===== config.mk =====
export PLATFORM = sky130hd
export DESIGN_NAME = ahb_arbiter_flat
export DESIGN_NICKNAME = d
export VERILOG_FILES = /design/src/rtl/ahb_arbiter_if.sv /design/src/rtl/ahb_arbiter.sv /design/src/flat_wrapper.sv
export SDC_FILE = /design/constraint.sdc
export NUM_CORES = 1
export LEC_CHECK = 0
export ABC_CLOCK_PERIOD_IN_PS = 3300
export CELL_PAD_IN_SITES_DETAIL_PLACEMENT = 1
export CELL_PAD_IN_SITES_GLOBAL_PLACEMENT = 2
export CORE_ASPECT_RATIO = 1.2
export CORE_MARGIN = 2
export CORE_UTILIZATION = 28
export DETAILED_ROUTE_END_ITERATION = 6
export MAX_ROUTING_LAYER = met4
export PLACE_DENSITY = 0.8
export SETUP_SLACK_MARGIN = 0.2
export SYNTH_ARGS = -nofsm -noshare
export SYNTH_HDL_FRONTEND = slang
export SYNTH_SLANG_ARGS = --single-unit
export TNS_END_PERCENT = 100

===== constraint.sdc =====
create_clock -name HCLK -period 3.3 [get_ports HCLK]
set_input_delay 0.825 -clock HCLK [delete_from_list [all_inputs] [get_ports HCLK]]
set_output_delay 0.825 -clock HCLK [all_outputs]
set_load 0.01 [all_outputs]

===== src/rtl/ahb_arbiter_if.sv =====
// ahb_arbiter_if: bus-side signal bundle for the AHB round-robin arbiter.
// The master modport is the requesting side (masters plus the muxed
// address-phase controls). The slave modport is the arbiter itself.
// dbg_state / dbg_beat_cnt expose the arbiter FSM so checkers can bind to it.
//
// Handshake: there is no valid/ready pair here. A phase is "accepted" on a
// HCLK rise with HREADY=1. Every arbiter state change, and every output
// change outside reset, happens only on such an accepted edge.
interface ahb_arbiter_if #(
   parameter int NO_OF_MASTERS = 2,
   parameter int MW            = (NO_OF_MASTERS > 1) ? $clog2(NO_OF_MASTERS) : 1
);
   logic [NO_OF_MASTERS-1:0] HBUSREQ;
   logic [NO_OF_MASTERS-1:0] HLOCK;
   logic [1:0]               HTRANS;
   logic [2:0]               HBURST;
   logic                     HREADY;
   logic [NO_OF_MASTERS-1:0] HGRANT;
   logic [MW-1:0]            HMASTER;
   logic                     HMASTLOCK;
   // FSM visibility: 0 = ARB, 1 = BURST; remaining beats of a fixed burst
   logic                     dbg_state;
   logic [3:0]               dbg_beat_cnt;

   modport master (
      output HBUSREQ, HLOCK, HTRANS, HBURST, HREADY,
      input  HGRANT, HMASTER, HMASTLOCK, dbg_state, dbg_beat_cnt
   );

   modport slave (
      input  HBUSREQ, HLOCK, HTRANS, HBURST, HREADY,
      output HGRANT, HMASTER, HMASTLOCK, dbg_state, dbg_beat_cnt
   );
endinterface


===== src/rtl/ahb_arbiter.sv =====
// ahb_arbiter: round-robin AHB bus arbiter with fixed-length burst tracking.
// - Grants rotate among requesters starting one past the current grant owner.
// - INCR4/8/16 and WRAP4/8/16 bursts hold the grant until the last beat is
//   accepted; an IDLE inside a burst ends it early.
// - With no requests the bus parks on DEFAULT_MASTER.
// Optional feature macro: AHB_ARB_HLOCK_EN
//   defined   -> HLOCK of the grant owner pins the grant; HMASTLOCK follows it.
//   undefined -> HLOCK ignored, HMASTLOCK tied low.
module ahb_arbiter #(
   parameter int NO_OF_MASTERS  = 2,
   parameter int DEFAULT_MASTER = 0,
   parameter int MW             = (NO_OF_MASTERS > 1) ? $clog2(NO_OF_MASTERS) : 1
) (
   input logic          HCLK,
   input logic          HRESETn,
   ahb_arbiter_if.slave bus
);

   localparam logic [1:0] TR_IDLE   = 2'b00;
   localparam logic [1:0] TR_BUSY   = 2'b01;
   localparam logic [1:0] TR_NONSEQ = 2'b10;
   localparam logic [1:0] TR_SEQ    = 2'b11;

   localparam logic [MW-1:0]            DEF_IDX   = MW'(DEFAULT_MASTER);
   localparam logic [NO_OF_MASTERS-1:0] DEF_GRANT = NO_OF_MASTERS'(1) << DEFAULT_MASTER;

   typedef enum logic {
      ST_ARB   = 1'b0,
      ST_BURST = 1'b1
   } state_e;

   state_e                   state_q, state_d;
   logic [3:0]               cnt_q, cnt_d;
   logic [MW-1:0]            rr_ptr_q, rr_ptr_d;
   logic [NO_OF_MASTERS-1:0] grant_q, grant_d;
   logic [MW-1:0]            master_q, master_d;
   logic                     mastlock_q, mastlock_d;

   logic [MW-1:0]            rr_winner;
   logic                     owner_locked;
   logic [3:0]               burst_beats;

   // Beats remaining after the NONSEQ for a fixed-length burst; 0 means
   // the burst type does not pin the grant (SINGLE or undefined INCR).
   function automatic logic [3:0] fixed_burst_len(input logic [2:0] hburst);
      logic [3:0] len;
      case (hburst)
         3'b010, 3'b011: len = 4'd3;   // WRAP4 / INCR4
         3'b100, 3'b101: len = 4'd7;   // WRAP8 / INCR8
         3'b110, 3'b111: len = 4'd15;  // WRAP16 / INCR16
         default:        len = 4'd0;   // SINGLE / INCR
      endcase
      return len;
   endfunction

   assign burst_beats = fixed_burst_len(bus.HBURST);

`ifdef AHB_ARB_HLOCK_EN
   // The grant owner is the index held in rr_ptr_q (it mirrors HGRANT).
   assign owner_locked = bus.HLOCK[rr_ptr_q];
`else
   logic unused_hlock;
   assign unused_hlock = ^bus.HLOCK;
   assign owner_locked = 1'b0;
`endif

   // Round-robin search starting one past the current owner; the owner itself
   // is the last candidate so a lone requester keeps the bus. No request parks.
   always_comb begin
      logic [MW:0] cand;
      logic        found;
      rr_winner = DEF_IDX;
      found     = 1'b0;
      cand      = '0;
      for (int i = 1; i <= NO_OF_MASTERS; i++) begin
         cand = {1'b0, rr_ptr_q} + (MW+1)'(i);
         if (cand >= (MW+1)'(NO_OF_MASTERS)) begin
            cand = cand - (MW+1)'(NO_OF_MASTERS);
         end
         if (!found && bus.HBUSREQ[cand[MW-1:0]]) begin
            found     = 1'b1;
            rr_winner = cand[MW-1:0];
         end
      end
   end

   // Next-state and next-output logic; everything holds unless HREADY=1.
   always_comb begin
      logic do_rearb;
      state_d    = state_q;
      cnt_d      = cnt_q;
      rr_ptr_d   = rr_ptr_q;
      master_d   = master_q;
      mastlock_d = mastlock_q;
      do_rearb   = 1'b0;

      if (bus.HREADY) begin
         // Address-phase ownership follows the grant one accepted phase later.
         master_d   = rr_ptr_q;
         mastlock_d = owner_locked;

         case (state_q)
            ST_ARB: begin
               if (bus.HTRANS == TR_NONSEQ && burst_beats != 4'd0) begin
                  cnt_d   = burst_beats;
                  state_d = ST_BURST;
               end else begin
                  do_rearb = 1'b1;
               end
            end
            ST_BURST: begin
               case (bus.HTRANS)
                  TR_SEQ: begin
                     // Last beat accepted: the next owner sees its grant now,
                     // overlapping the final data phase of this burst.
                     if (cnt_q <= 4'd1) begin
                        cnt_d    = 4'd0;
                        state_d  = ST_ARB;
                        do_rearb = 1'b1;
                     end else begin
                        cnt_d = cnt_q - 4'd1;
                     end
                  end
                  TR_BUSY: begin
                     // Owner is stalling inside the burst; keep everything.
                  end
                  TR_IDLE: begin
                     // Early termination of the burst.
                     cnt_d    = 4'd0;
                     state_d  = ST_ARB;
                     do_rearb = 1'b1;
                  end
                  default: begin
                     // NONSEQ: owner chains a new transfer without releasing.
                     if (burst_beats != 4'd0) begin
                        cnt_d = burst_beats;
                     end else begin
                        cnt_d    = 4'd0;
                        state_d  = ST_ARB;
                        do_rearb = 1'b1;
                     end
                  end
               endcase
            end
            default: begin
               state_d = ST_ARB;
               cnt_d   = 4'd0;
            end
         endcase

         if (do_rearb) begin
            rr_ptr_d = owner_locked ? rr_ptr_q : rr_winner;
         end
      end

      grant_d = NO_OF_MASTERS'(1) << rr_ptr_d;
   end

   // State and output registers; async reset parks on DEFAULT_MASTER.
   always_ff @(posedge HCLK or negedge HRESETn) begin
      if (!HRESETn) begin
         state_q    <= ST_ARB;
         cnt_q      <= 4'd0;
         rr_ptr_q   <= DEF_IDX;
         grant_q    <= DEF_GRANT;
         master_q   <= DEF_IDX;
         mastlock_q <= 1'b0;
      end else begin
         state_q    <= state_d;
         cnt_q      <= cnt_d;
         rr_ptr_q   <= rr_ptr_d;
         grant_q    <= grant_d;
         master_q   <= master_d;
         mastlock_q <= mastlock_d;
      end
   end

   assign bus.HGRANT       = grant_q;
   assign bus.HMASTER      = master_q;
   assign bus.HMASTLOCK    = mastlock_q;
   assign bus.dbg_state    = state_q;
   assign bus.dbg_beat_cnt = cnt_q;

   // The grant vector is a pure function of rr_ptr_q and must stay one-hot.
   a_grant_onehot: assert property (@(posedge HCLK) disable iff (!HRESETn) $onehot(grant_q));

   // Outside a burst the beat counter is always cleared.
   a_cnt_idle: assert property (@(posedge HCLK) disable iff (!HRESETn)
                                (state_q == ST_ARB) |-> (cnt_q == 4'd0));

endmodule

===== src/flat_wrapper.sv =====
// flat-port wrapper written by rule: the top's interface ports become plain ports
module ahb_arbiter_flat 
#(
   parameter int NO_OF_MASTERS  = 2,
   parameter int DEFAULT_MASTER = 0,
   parameter int MW             = (NO_OF_MASTERS > 1) ? $clog2(NO_OF_MASTERS) : 1
)
  (HCLK, HRESETn, bus_HBUSREQ, bus_HLOCK, bus_HTRANS, bus_HBURST, bus_HREADY, bus_HGRANT, bus_HMASTER, bus_HMASTLOCK, bus_dbg_state, bus_dbg_beat_cnt);
  ahb_arbiter_if #(.NO_OF_MASTERS(NO_OF_MASTERS), .MW(MW)) bus_i ();
  input logic HCLK;
  input logic HRESETn;
  input wire logic [$bits(bus_i.HBUSREQ)-1:0] bus_HBUSREQ;
  input wire logic [$bits(bus_i.HLOCK)-1:0] bus_HLOCK;
  input wire logic [$bits(bus_i.HTRANS)-1:0] bus_HTRANS;
  input wire logic [$bits(bus_i.HBURST)-1:0] bus_HBURST;
  input wire logic [$bits(bus_i.HREADY)-1:0] bus_HREADY;
  output wire logic [$bits(bus_i.HGRANT)-1:0] bus_HGRANT;
  output wire logic [$bits(bus_i.HMASTER)-1:0] bus_HMASTER;
  output wire logic [$bits(bus_i.HMASTLOCK)-1:0] bus_HMASTLOCK;
  output wire logic [$bits(bus_i.dbg_state)-1:0] bus_dbg_state;
  output wire logic [$bits(bus_i.dbg_beat_cnt)-1:0] bus_dbg_beat_cnt;
  assign bus_i.HBUSREQ = bus_HBUSREQ;
  assign bus_i.HLOCK = bus_HLOCK;
  assign bus_i.HTRANS = bus_HTRANS;
  assign bus_i.HBURST = bus_HBURST;
  assign bus_i.HREADY = bus_HREADY;
  assign bus_HGRANT = bus_i.HGRANT;
  assign bus_HMASTER = bus_i.HMASTER;
  assign bus_HMASTLOCK = bus_i.HMASTLOCK;
  assign bus_dbg_state = bus_i.dbg_state;
  assign bus_dbg_beat_cnt = bus_i.dbg_beat_cnt;
  ahb_arbiter #(.NO_OF_MASTERS(NO_OF_MASTERS), .DEFAULT_MASTER(DEFAULT_MASTER), .MW(MW)) u_core (.HCLK(HCLK), .HRESETn(HRESETn), .bus(bus_i));
endmodule

==> metrics.yaml <==
synth_area_um2: 642
ys.flop_type: "dfrtp_1"
p_switching_w: 0.000225
ys_top_cells_by_area: "dfrtp_1 (27%), ha_1 (14%), mux2i_1 (4.7%)"
port_buffers: 16
cts_setup_buffers: 0
ys_warn_count: 0
post-route-period-util: 0.735
tightest_slew_ns: 0.515
routedWlPerCell_um: 13.6
hpwl_mm: 1.15
cts-resized-gates: 0
setup_violations: 0
p_int_w: 0.000362
grt_pass1_vias: 575
cts.sinks: 8
fin_ws_ns: 0.875
clockBufferDepth: 2
maxSlewHeadroom: 0.656
wl_mm: 1.52
critPathRequiredTime_ns: 3.45
hold_violations: 0
finalSetupTns_ns: 0
finalClockSkew_ns: 0.00654
worstHoldPathType: "flop to flop"
grt_pass1_wl_mm: 2.49
grt_max_degree: 9
synth.top_cells.by_count: "dfrtp_1 (7), ha_1 (7), inv_1 (5), nor2_1 (5), o21ai_0 (4)"
status: "finished, final reports clean"
cp.arrival_ns: 2.57
avgSynthCellArea_um2: 10.0
peakVddDrop_mv: 0.353
viasPerCell: 4.86
clkPwrFrac: 0.152
grt_antenna_before_repair: 0
initial_core_util: 0.287
power_density_mw_per_mm2: 699
critical_path_class: "input port to flop"
synth_cell_types: 33
fin_crit_ns: 2.42
final_antenna_net_count: 0
final_nets: 101
synthArstFlopShare: 1.00
num_vias: 544
overflow: 0
dieArea_mm2: 0.00269
endpoint_kind: "flop"
gp_routability_congestion: 0.798
synth_top_area_share: 0.273
die_x_um: 47.7
fin_cells: 112
syn_inst: 64
fp-row-count: 19
synth_edf_count: 0
drv_cap: 0
area_growth_syn_to_layout_pct: 31.0
pwr-share-seq: 0.349
numCtsBuffers: 3
drt_iter0_drc: 7
yosysSeqAreaShare: 0.314
insertion_delay_ns: 0.27
power_frac_comb: 0.499
layout-drive-gt1-share: 0.136
startpoint_type: "input port"
core_area_mm2: 0.00223
grt_setup_unrepaired: "no"
switching_share: 0.383
io_pins: 21
power_leakage_nw: 0.349
die_y_um: 56.5
final_max_slew_viol_count: 0
dpl-instance-area_um2: 815
n_antenna_cell: 0
path_clk_slew_ns: 0.07
yosys.area.top_type: "dfrtp_1"
hold_buffers: 0
finalInstanceArea_um2: 841
cts-root-buf: "clkbuf_4"
cts_tree: "built"
cp_max_fo: 4
ys_ff_latch: 8
grt_usage: 0.131
place_inst: 108
remaining_drc_errors: 0
max_freq_mhz: 412
dpl_worst_slack_ns: 0.588
firstDrtPassIters: 4
htree_levels: 1
synthesis.nets: 83
critical path, cell delays in order:
cell,delay (ns)
clkdlybuf4s50_1,0.54
ha_1,0.21
or4b_4,0.48
a31oi_4,0.20
mux2_4,0.31
metrics by stage:
stage          utilization  power (W)  hold WS [ns]
3_5_place_dp         0.365   0.000500         0.479
3_3_place_gp         0.365   0.000495         0.481
6_report             0.376   0.000587         0.483
5_1_grt              0.376   0.000635         0.519
4_1_cts              0.376   0.000595         0.492
2_1_floorplan            -   0.000370         0.444
power groups by stage:
stage          Sequential (W)  Combinational, W  Clock [W]
6_report             0.000205          0.000293  0.0000894
4_1_cts              0.000206          0.000297  0.0000922
3_3_place_gp         0.000206          0.000289          0
3_5_place_dp         0.000207          0.000293          0
2_1_floorplan        0.000215          0.000155          0
5_1_grt              0.000215          0.000324  0.0000960
routing by layer:
layer,track usage,up-vias,part of all wire
met2,0.196,16,0.47
met4,0.0425,0,0.0085
met5,-,-,0
met1,0.168,261,0.47
met3,0.0322,2,0.049
li1,-,265,-
layout by cell type, fill, tap and decap left out, types with 3 or more instances in the layout:
master	n
clkdlybuf4s50_1	16
ha_1	7
dfrtp_1	7
inv_1	5
nor2_1	5
o21ai_0	4
mux2i_1	3
clkbuf_4	3
worst paths after layout:
kind | startpoint | endpoint | slack (ns) | cells past startpoint
max | bus_HTRANS[1] | flop | 0.88 | 5
min | flop | u_core.bus.HGRANT[0]$_DFF_PN1_ | 0.48 | 1
max reg2reg | u_core.bus.dbg_beat_cnt[0]$_DFFE_PN0P_ | flop | 1.39 | 6
min reg2reg | flop | u_core.bus.HGRANT[0]$_DFF_PN1_ | 0.48 | 1
max in group asynchronous | HRESETn | u_core.bus.HGRANT[0]$_DFF_PN1_ | 2.13 | 1
min in group asynchronous | HRESETn | u_core.bus.dbg_beat_cnt[2]$_DFFE_PN0P_ | 0.85 | 1
cell type report:
cell class / instances / area (um^2)
flip-flops and latches: 8 / 201
clock buffers: 4 / 26.3
repair buffers: 16 / 160
inverters: 5 / 18.8
multi-input cells: 48 / 395
fillers: 287 / 1390
well taps: 31 / 38.8
cells by family after synthesis:
family | share of synthesized area
muxes | 0.0877
DFF | 0.314
and+or+nand+nor | 0.148
adders and majority gates | 0.136
buffers and inverters | 0.0702
other | 0.00584
AOI/OAI and AO/OA | 0.238
(Power assumes the default switching activity.)
